--- config.mk ---
export PLATFORM = sky130hd
export DESIGN_NAME = cordic_vec_flat
export DESIGN_NICKNAME = d
export VERILOG_FILES = /design/src/rtl/cordic_vec_pkg.sv /design/src/rtl/cordic_vec_if.sv /design/src/rtl/cordic_vec.sv /design/src/flat_wrapper.sv
export SDC_FILE = /design/constraint.sdc
export NUM_CORES = 1
export LEC_CHECK = 0
export ABC_CLOCK_PERIOD_IN_PS = 18500
export BUFFER_PORTS_ARGS = -buffer_cell sky130_fd_sc_hd__buf_4
export CORE_MARGIN = 1.5
export CORE_UTILIZATION = 42
export CTS_CLUSTER_DIAMETER = 150
export DETAILED_ROUTE_END_ITERATION = 6
export SYNTH_ARGS = -nofsm -noshare
export SYNTH_HDL_FRONTEND = slang
export SYNTH_SLANG_ARGS = --single-unit
--- constraint.sdc ---
create_clock -name clk -period 18.5 [get_ports clk]
set_clock_uncertainty 0.1 [all_clocks]
set_input_delay 2.775 -clock clk [delete_from_list [all_inputs] [get_ports clk]]
set_output_delay 2.775 -clock clk [all_outputs]
set_load 0.05 [all_outputs]
--- src/rtl/cordic_vec_pkg.sv ---
// rtl/cordic_vec_pkg.sv - shared CORDIC constants: angle table, gain inverse, 90-degree code, FSM states
package cordic_vec_pkg;

    localparam logic [15:0] CORDIC_GAIN_INV = 16'hDBD9;
    localparam logic [23:0] PH90            = 24'h800000;

    typedef enum logic [1:0] {
        IDLE = 2'd0,
        RUN  = 2'd1,
        MAG  = 2'd2,
        DONE = 2'd3
    } state_t;

    // atan(2^-(i+1)) with 90 deg = 2^23
    function automatic logic [22:0] atan_lut(input logic [4:0] i);
        case (i)
            5'd0:    return 23'h25C80A;
            5'd1:    return 23'h13F671;
            5'd2:    return 23'h0A2224;
            5'd3:    return 23'h051617;
            5'd4:    return 23'h028BB0;
            5'd5:    return 23'h0145EC;
            5'd6:    return 23'h00A2F9;
            5'd7:    return 23'h00517D;
            5'd8:    return 23'h0028BE;
            5'd9:    return 23'h00145F;
            5'd10:   return 23'h000A30;
            5'd11:   return 23'h000518;
            5'd12:   return 23'h00028C;
            5'd13:   return 23'h000146;
            5'd14:   return 23'h0000A3;
            5'd15:   return 23'h000051;
            5'd16:   return 23'h000029;
            5'd17:   return 23'h000014;
            5'd18:   return 23'h00000A;
            default: return 23'h000000;
        endcase
    endfunction

endpackage

--- src/rtl/cordic_vec_if.sv ---
// rtl/cordic_vec_if.sv - input-pair and result handshake bundle for cordic_vec
interface cordic_vec_if;

    logic        in_valid;
    logic        in_ready;
    logic [15:0] x;
    logic [15:0] y;
    logic        out_valid;
    logic        out_ready;
    logic [15:0] phase;
    logic [16:0] mag;

    modport master (
        output in_valid, x, y, out_ready,
        input  in_ready, out_valid, phase, mag
    );

    modport slave (
        input  in_valid, x, y, out_ready,
        output in_ready, out_valid, phase, mag
    );

endinterface

--- src/rtl/cordic_vec.sv ---
// rtl/cordic_vec.sv - iterative vectoring CORDIC, (x,y) to quarter phase; CORDIC_MAG_EN adds magnitude
module cordic_vec
    import cordic_vec_pkg::*;
#(
    parameter int ITERS = 19
) (
    input  logic        clk,
    input  logic        rst_n,
    cordic_vec_if.slave bus
);

    state_t             state, next_state;
    logic [4:0]         iter;
    logic signed [19:0] xr, yr;
    logic [23:0]        pr;
    logic               f_zero, f_xzero, f_yzero;
    logic               ready_q, valid_q;
    logic [15:0]        phase_q, phase_c;

    logic               accept, last_step;
    logic signed [19:0] x_ext, y_ext, x_sh, y_sh;
    logic [23:0]        ang;

    assign accept    = bus.in_valid && ready_q;
    assign last_step = (iter == 5'(ITERS - 1));
    assign x_ext     = signed'({2'b00, bus.x, 2'b00});
    assign y_ext     = signed'({2'b00, bus.y, 2'b00});
    assign x_sh      = xr >>> (iter + 5'd1);
    assign y_sh      = yr >>> (iter + 5'd1);
    assign ang       = {1'b0, atan_lut(iter)};

    always_ff @(posedge clk or negedge rst_n) begin
        if (!rst_n) state <= IDLE;
        else        state <= next_state;
    end

    always_comb begin
        next_state = state;
        case (state)
            IDLE: if (accept) next_state = RUN;
            RUN: begin
                if (last_step) begin
`ifdef CORDIC_MAG_EN
                    next_state = MAG;
`else
                    next_state = DONE;
`endif
                end
            end
            MAG:  next_state = DONE;
            DONE: if (valid_q && bus.out_ready) next_state = IDLE;
            default: next_state = IDLE;
        endcase
    end

    // Pre-rotation folds the 45..90 deg half onto -45..0 so the table's range suffices
    always_ff @(posedge clk or negedge rst_n) begin
        if (!rst_n) begin
            xr      <= '0;
            yr      <= '0;
            pr      <= '0;
            iter    <= '0;
            f_zero  <= 1'b0;
            f_xzero <= 1'b0;
            f_yzero <= 1'b0;
        end else begin
            case (state)
                IDLE: begin
                    if (accept) begin
                        iter    <= '0;
                        f_zero  <= (bus.x == 16'h0) && (bus.y == 16'h0);
                        f_xzero <= (bus.x == 16'h0);
                        f_yzero <= (bus.y == 16'h0);
                        if (bus.y > bus.x) begin
                            xr <= y_ext;
                            yr <= -x_ext;
                            pr <= PH90;
                        end else begin
                            xr <= x_ext;
                            yr <= y_ext;
                            pr <= '0;
                        end
                    end
                end
                RUN: begin
                    iter <= iter + 5'd1;
                    if (!yr[19]) begin
                        xr <= xr + y_sh;
                        yr <= yr - x_sh;
                        pr <= pr + ang;
                    end else begin
                        xr <= xr - y_sh;
                        yr <= yr + x_sh;
                        pr <= pr - ang;
                    end
                end
                default: ;
            endcase
        end
    end

    // pr only strays slightly outside 0..90 deg: top bits 11 = just below 0, 10 = at/above 90
    always_comb begin
        phase_c = pr[22:7];
        if (f_zero || f_yzero)     phase_c = 16'h0000;
        else if (f_xzero)          phase_c = 16'hFFFF;
        else if (pr[23:22] == 2'b11) phase_c = 16'h0000;
        else if (pr[23:22] == 2'b10) phase_c = 16'hFFFF;
    end

    always_ff @(posedge clk or negedge rst_n) begin
        if (!rst_n) begin
            ready_q <= 1'b0;
            valid_q <= 1'b0;
            phase_q <= '0;
        end else begin
            ready_q <= (next_state == IDLE);
            if (state == DONE) begin
                if (!valid_q) begin
                    valid_q <= 1'b1;
                    phase_q <= phase_c;
                end else if (bus.out_ready) begin
                    valid_q <= 1'b0;
                end
            end
        end
    end

    assign bus.in_ready  = ready_q;
    assign bus.out_valid = valid_q;
    assign bus.phase     = phase_q;

`ifdef CORDIC_MAG_EN
    logic [16:0] mag_q;

    always_ff @(posedge clk or negedge rst_n) begin
        if (!rst_n)            mag_q <= '0;
        else if (state == MAG) mag_q <= f_zero ? 17'h0 :
            17'((34'(xr[18:2]) * 34'(CORDIC_GAIN_INV)) >> 16);
    end

    assign bus.mag = mag_q;
`else
    assign bus.mag = 17'h0;
`endif

endmodule
--- src/flat_wrapper.sv ---
// flat-port wrapper written by rule: the top's interface ports become plain ports
module cordic_vec_flat import cordic_vec_pkg::*;
#(
    parameter int ITERS = 19
)
  (clk, rst_n, bus_in_valid, bus_x, bus_y, bus_out_ready, bus_in_ready, bus_out_valid, bus_phase, bus_mag);
  cordic_vec_if bus_i ();
  input  logic clk;
  input  logic rst_n;
  input wire logic [$bits(bus_i.in_valid)-1:0] bus_in_valid;
  input wire logic [$bits(bus_i.x)-1:0] bus_x;
  input wire logic [$bits(bus_i.y)-1:0] bus_y;
  input wire logic [$bits(bus_i.out_ready)-1:0] bus_out_ready;
  output wire logic [$bits(bus_i.in_ready)-1:0] bus_in_ready;
  output wire logic [$bits(bus_i.out_valid)-1:0] bus_out_valid;
  output wire logic [$bits(bus_i.phase)-1:0] bus_phase;
  output wire logic [$bits(bus_i.mag)-1:0] bus_mag;
  assign bus_i.in_valid = bus_in_valid;
  assign bus_i.x = bus_x;
  assign bus_i.y = bus_y;
  assign bus_i.out_ready = bus_out_ready;
  assign bus_in_ready = bus_i.in_ready;
  assign bus_out_valid = bus_i.out_valid;
  assign bus_phase = bus_i.phase;
  assign bus_mag = bus_i.mag;
  cordic_vec #(.ITERS(ITERS)) u_core (.clk(clk), .rst_n(rst_n), .bus(bus_i));
endmodule
# Word-level counts from Yosys, hierarchy flattened
# Memory sizes are Yosys's and may differ from the RTL's.
# Cells that the tools add are included.
# word_totals
memories,1
in_bits,36
output_inout_bits,35
reg_bits,92
word_cells,67
romBits,704
# memory_table
name,depth,word_bits,read_ports,rd_clocked_by_memory_dff,wr,line_no,rtl
(name not given),32,22,1,0,0,cordic_vec_pkg.sv:16,case (i)
# op_classes
mux,24
magnitude_cmp,1
shift,2
n_addsub,8
n_bitwise,1
n_reduce_logical,12
eq_ne,7
# ops
op,count
20-bit two-way mux,5
20-bit case mux with 2 select lines,2
24-bit two-way mux,3
16-bit two-way mux,4
24-bit case mux with 2 select lines,1
20-bit adder,2
20-bit by 5-bit >>> shifter with 20-bit output,2
20-bit subtractor,2
16-bit zero test,2
24-bit by 23-bit adder with 24-bit output,1
24-bit by 23-bit subtractor with 24-bit output,1
18-bit negator with 20-bit output,1
18-bit two-way mux,1
16-bit greater-than comparator,1
5-bit case mux with 2 select lines,1
"2-bit == test, second input constant",4
2-bit case mux with 4 select lines,1
2-bit two-way mux,3
2-bit AND reduction,3
"5-bit by 1-bit adder with 5-bit output, second input constant",1
"5-bit == test, second input constant",1
5-bit two-way mux,1
2-bit zero test,2
1-bit logical AND,3
other kinds (6),7

# Logic depth before layout (Yosys ltp)
# depth
ltp_word,5
mapped_depth,28
ltp_nobuf,24

# Worst setup path after synthesis
# OpenSTA, ideal clock, no wires.
# synth_timing
path_kind,reg2reg
start,register u_core.iter[0]
end,register u_core.xr[19]
t_arrival_ps,5625
path_slack_ps,12652
stages_incl_launch_ff,26
n_path_buf,3
setup_ps,124
synth_period_minus_slack_ps,5848
required_ps,18276
path_cell_list,dfrtp_1 > buf_6 > inv_2 > buf_2 > ha_1 > buf_6 > nor2b_1 > mux2_2 > mux2_2 > a211oi_1 > ha_1 > inv_1 > a2111oi_4 > nand2_1 > nor3_2 > xnor2_1 > o22ai_1 > ha_1 > nand2_1 > nand3_1 > o31ai_1 > a21oi_1 > a211oi_1 > and3b_1 > o211a_1 > a211o_1
# synth_between
elab_chain_len,5
elab_cells_between_ends,6
cone_classes,add/sub (3); shift (1); mux (2)
# synth_rtl
element,line_no,rtl
start: declaration,cordic_vec.sv:13,logic [4:0] iter;
start signal: assignment,cordic_vec.sv:86,iter <= iter + 5'd1;
5-bit by 1-bit adder with 5-bit output *,cordic_vec.sv:29,assign y_sh = yr >>> (iter + 5'd1);
20-bit by 5-bit >>> shifter with 20-bit output *,cordic_vec.sv:29,
20-bit adder or 20-bit subtractor (tied branches),"cordic_vec.sv:88, cordic_vec.sv:92",
20-bit two-way mux *,cordic_vec.sv:87,if (!yr[19]) begin
20-bit case mux with 2 select lines *,cordic_vec.sv:67,case (state)
end signal: assignment,cordic_vec.sv:75,xr <= y_ext;
end signal: assignment,cordic_vec.sv:88,xr <= xr + y_sh;
end signal: assignment,cordic_vec.sv:92,xr <= xr - y_sh;
end: declaration,cordic_vec.sv:14,"logic signed [19:0] xr, yr;"
# Mark *: on every way between the ends. The rest lies on a longest branch, timed or not.
# A chain may end at the register's enable or synchronous reset.

# Worst setup path after layout
# Ends and elaborated chain as after synthesis.

==> summary.md <==
| Metric | Value |
|---|---|
| Outcome | `completed` |
| Post-synth cell types | `96` |
| Total GRT Usage | `24.7%` |
| Max-Cap Viols | `0` |
| Worst slew pin tran | `1.15 ns` |
| Core footprint | `28000 um2` |
| Overflow after GRT | `0` |
| Routed wire per std cell | `19.3 um` |
| Hold buffer count at CTS | `0` |
| TritonCTS Buffers | `9` |
| Final Hold Viols | `0` |
| Critical Path Source Type | `flop` |
| Layout Nets | `1612` |
| Area grow syn2layout | `6.58%` |
| Number of buffers added for setup after CTS | `0` |
| Initial Util | `43.0%` |
| Post-synth EDFFs | `0` |
| Clock Latency Late Sink | `0.37 ns` |
| Via count | `11300` |
| Max Freq | `135 MHz` |
| Routability Congestion | `0.924` |
| DRT antenna net count | `0` |
| Mapped cell area | `12000 um2` |
| Vias per cell | `6.08` |
| RSZ-0062 raised after global routing | `no` |
| Largest net degree at the start of global routing | `70` |
| # H-tree levels | `3` |
| Total Wirelength | `36000 um` |
| Detailed router's first-iteration violation count | `882` |
| Die ar. | `29700 um2` |
| Final Critical Period | `7.40 ns` |
| Clock tree sinks | `92` |
| Worst setup EP type | `flop` |
| Synth Flop Type | `dfrtp_1` |
| Slew headroom | `22.9%` |
| Syn Area/Cell | `8.10 um2` |
| Worst EP arrival | `7.55 ns` |
| Maximum root-to-sink buffer count | `2` |
| Sequential share of the synthesized area | `19.1%` |
| Die width | `172 um` |
| ANT cells | `0` |
| Final setup TNS | `0 ns` |
| Cell count after synthesis | `1486` |
| Port bufs | `53` |
| Yosys reg bits | `92` |
| Worst-path clk slew | `0.08 ns` |
| CP Data Required Time | `18.65 ns` |
| Drt drc | `0` |
| Ys Warns | `0` |
| # rows | `61` |
| Chip height | `172 um` |
| Crit share post-route | `40.0%` |
| Final setup fails | `0` |
| CP Max Fanout | `53` |
| Layout cells sized above 1 | `11.1%` |
| Crit Path Class | `flop to flop` |
| Number of global-route vias before repair | `10600` |
| Filler cells | `2830` |
| Io pins | `71` |
| Dpl hpwl | `27100 um` |
| Initial antenna violation count | `0` |
| Root Buffer | `clkbuf_16` |
| First-pass GRT wire length | `57800 um` |
| Post-CTS Resized | `0` |
| Final slew viol count | `0` |
| Hold Path Class | `flop to flop` |
| CTS tree | `done` |
| Asr flop ratio synth | `100%` |
| Drt first pass iters | `6` |
## per-stage QoR
stage | worst slack [ns] | util [%] | cells | instance area [um2] | hold WS, ns
after global routing | 10.55 | 45.8 | 1860 | 12800 | 0.427
after detailed placement | 11.20 | 44.7 | 1844 | 12500 | 0.364
final | 11.10 | 45.8 | 1860 | 12800 | 0.380
after floorplan | 12.65 | - | 1502 | 12100 | 0.340
after global placement | 11.35 | 44.7 | 1844 | 12500 | 0.353
after CTS | 11.18 | 45.8 | 1860 | 12800 | 0.384
## final cells by class
| class | instances | area [um2] | area share (%) |
|---|---|---|---|
| multi-input combinational | 1237 | 8970 | 69.9 |
| inverter | 68 | 255 | 1.99 |
| sequential | 92 | 2300 | 18.0 |
| clock buffer | 9 | 225 | 1.76 |
| timing repair buffer | 69 | 518 | 4.04 |
| clock inverter | 7 | 86.3 | 0.673 |
| tap | 378 | 473 | 3.69 |
## flip-flops by register name, indices dropped and copies added, names as in the netlist, 2 cells and up
register / count
u_core.pr: 24
u_core.yr: 20
u_core.xr: 20
u_core.iter: 5
u_core.bus.phase: 16
u_core.state: 2
## worst max-delay path, stage by stage (launching register included)
cell and delay (ns):
dfrtp_2 0.34, buf_4 0.54, inv_2 0.37, ha_2 0.82, buf_4 0.47, nor2b_1 0.13
mux2_2 0.32, mux2_2 0.30, a211oi_1 0.41, ha_1 0.24, inv_1 0.07, a2111oi_4 0.31
nand2_1 0.17, nor3_2 0.32, xnor2_1 0.16, o22ai_1 0.10, ha_1 0.37, nand2_1 0.12
nand3_1 0.08, o31ai_1 0.40, a21oi_1 0.19, a211oi_1 0.26, and3b_1 0.22, o211a_1 0.22
a211o_1 0.21
## synth_stat cells, types with 33 or more instances
library cell,count,area [um2]
a21oi_1,113,566
clkbuf_1,50,188
dfrtp_1,92,2300
ha_1,96,1200
inv_1,65,244
mux2i_1,50,500
nand2_1,137,514
nand3_1,53,265
nor2_1,104,390
nor3_1,33,165
o211ai_1,53,398
o21ai_0,127,636
xnor2_1,65,569
xor2_1,41,359
## per-layer routing
layer	share of wire [%]	vias up	wire length [um]	GRT usage [%]
li1	-	5474	-	-
met1	44	5380	15800	32.7
met2	47	387	17000	41.7
met3	5.7	69	2050	2.82
met4	3.2	0	1150	8.20
met5	0	-	0	0
## path summary, 6_finish.rpt
check	cells past startpoint	slack [ns]	startpoint	to
setup / recovery	24	11.10	u_core.iter[0]	u_core.xr[19]
hold / removal	2	0.38	u_core.f_yzero	u_core.f_yzero
setup reg to reg	24	11.10	u_core.iter[0]	u_core.xr[19]
hold reg to reg	2	0.38	u_core.f_yzero	u_core.f_yzero
max in group asynchronous	2	14.86	rst_n	u_core.yr[19]
min in group asynchronous	1	2.26	rst_n	u_core.bus.phase[7]
## logic make-up after synthesis
group	synth area share [%]
and+or+nand+nor	17.8
other	0.0311
adders and majority gates	10.5
muxes	11.8
xor gates and xnor gates	8.08
AOI/OAI and AO/OA	25.5
buffers and inverters	7.18
DFF	19.1
## layout by cell type, fill, tap and decap left out, types with 13 or more instances in the layout
| master | instances |
|---|---|
| nand3_1 | 53 |
| nand2b_1 | 16 |
| nor3_1 | 33 |
| o22ai_1 | 15 |
| nor2_1 | 104 |
| nor2b_1 | 16 |
| o31ai_1 | 13 |
| nand2_1 | 137 |
| conb_1 | 17 |
| buf_4 | 69 |
| dfrtp_1 | 90 |
| a21oi_1 | 113 |
| a211oi_1 | 24 |
| xor2_1 | 41 |
| xnor2_1 | 65 |
| a21o_1 | 16 |
| ha_1 | 94 |
| o211ai_1 | 53 |
| o21ai_0 | 127 |
| inv_1 | 65 |
| o21a_1 | 14 |
| mux4_2 | 29 |
| a31oi_1 | 19 |
| mux2i_1 | 50 |
Power is not shown: default switching activity piles up to over one toggle a cycle in this logic, so the estimate is an artifact.
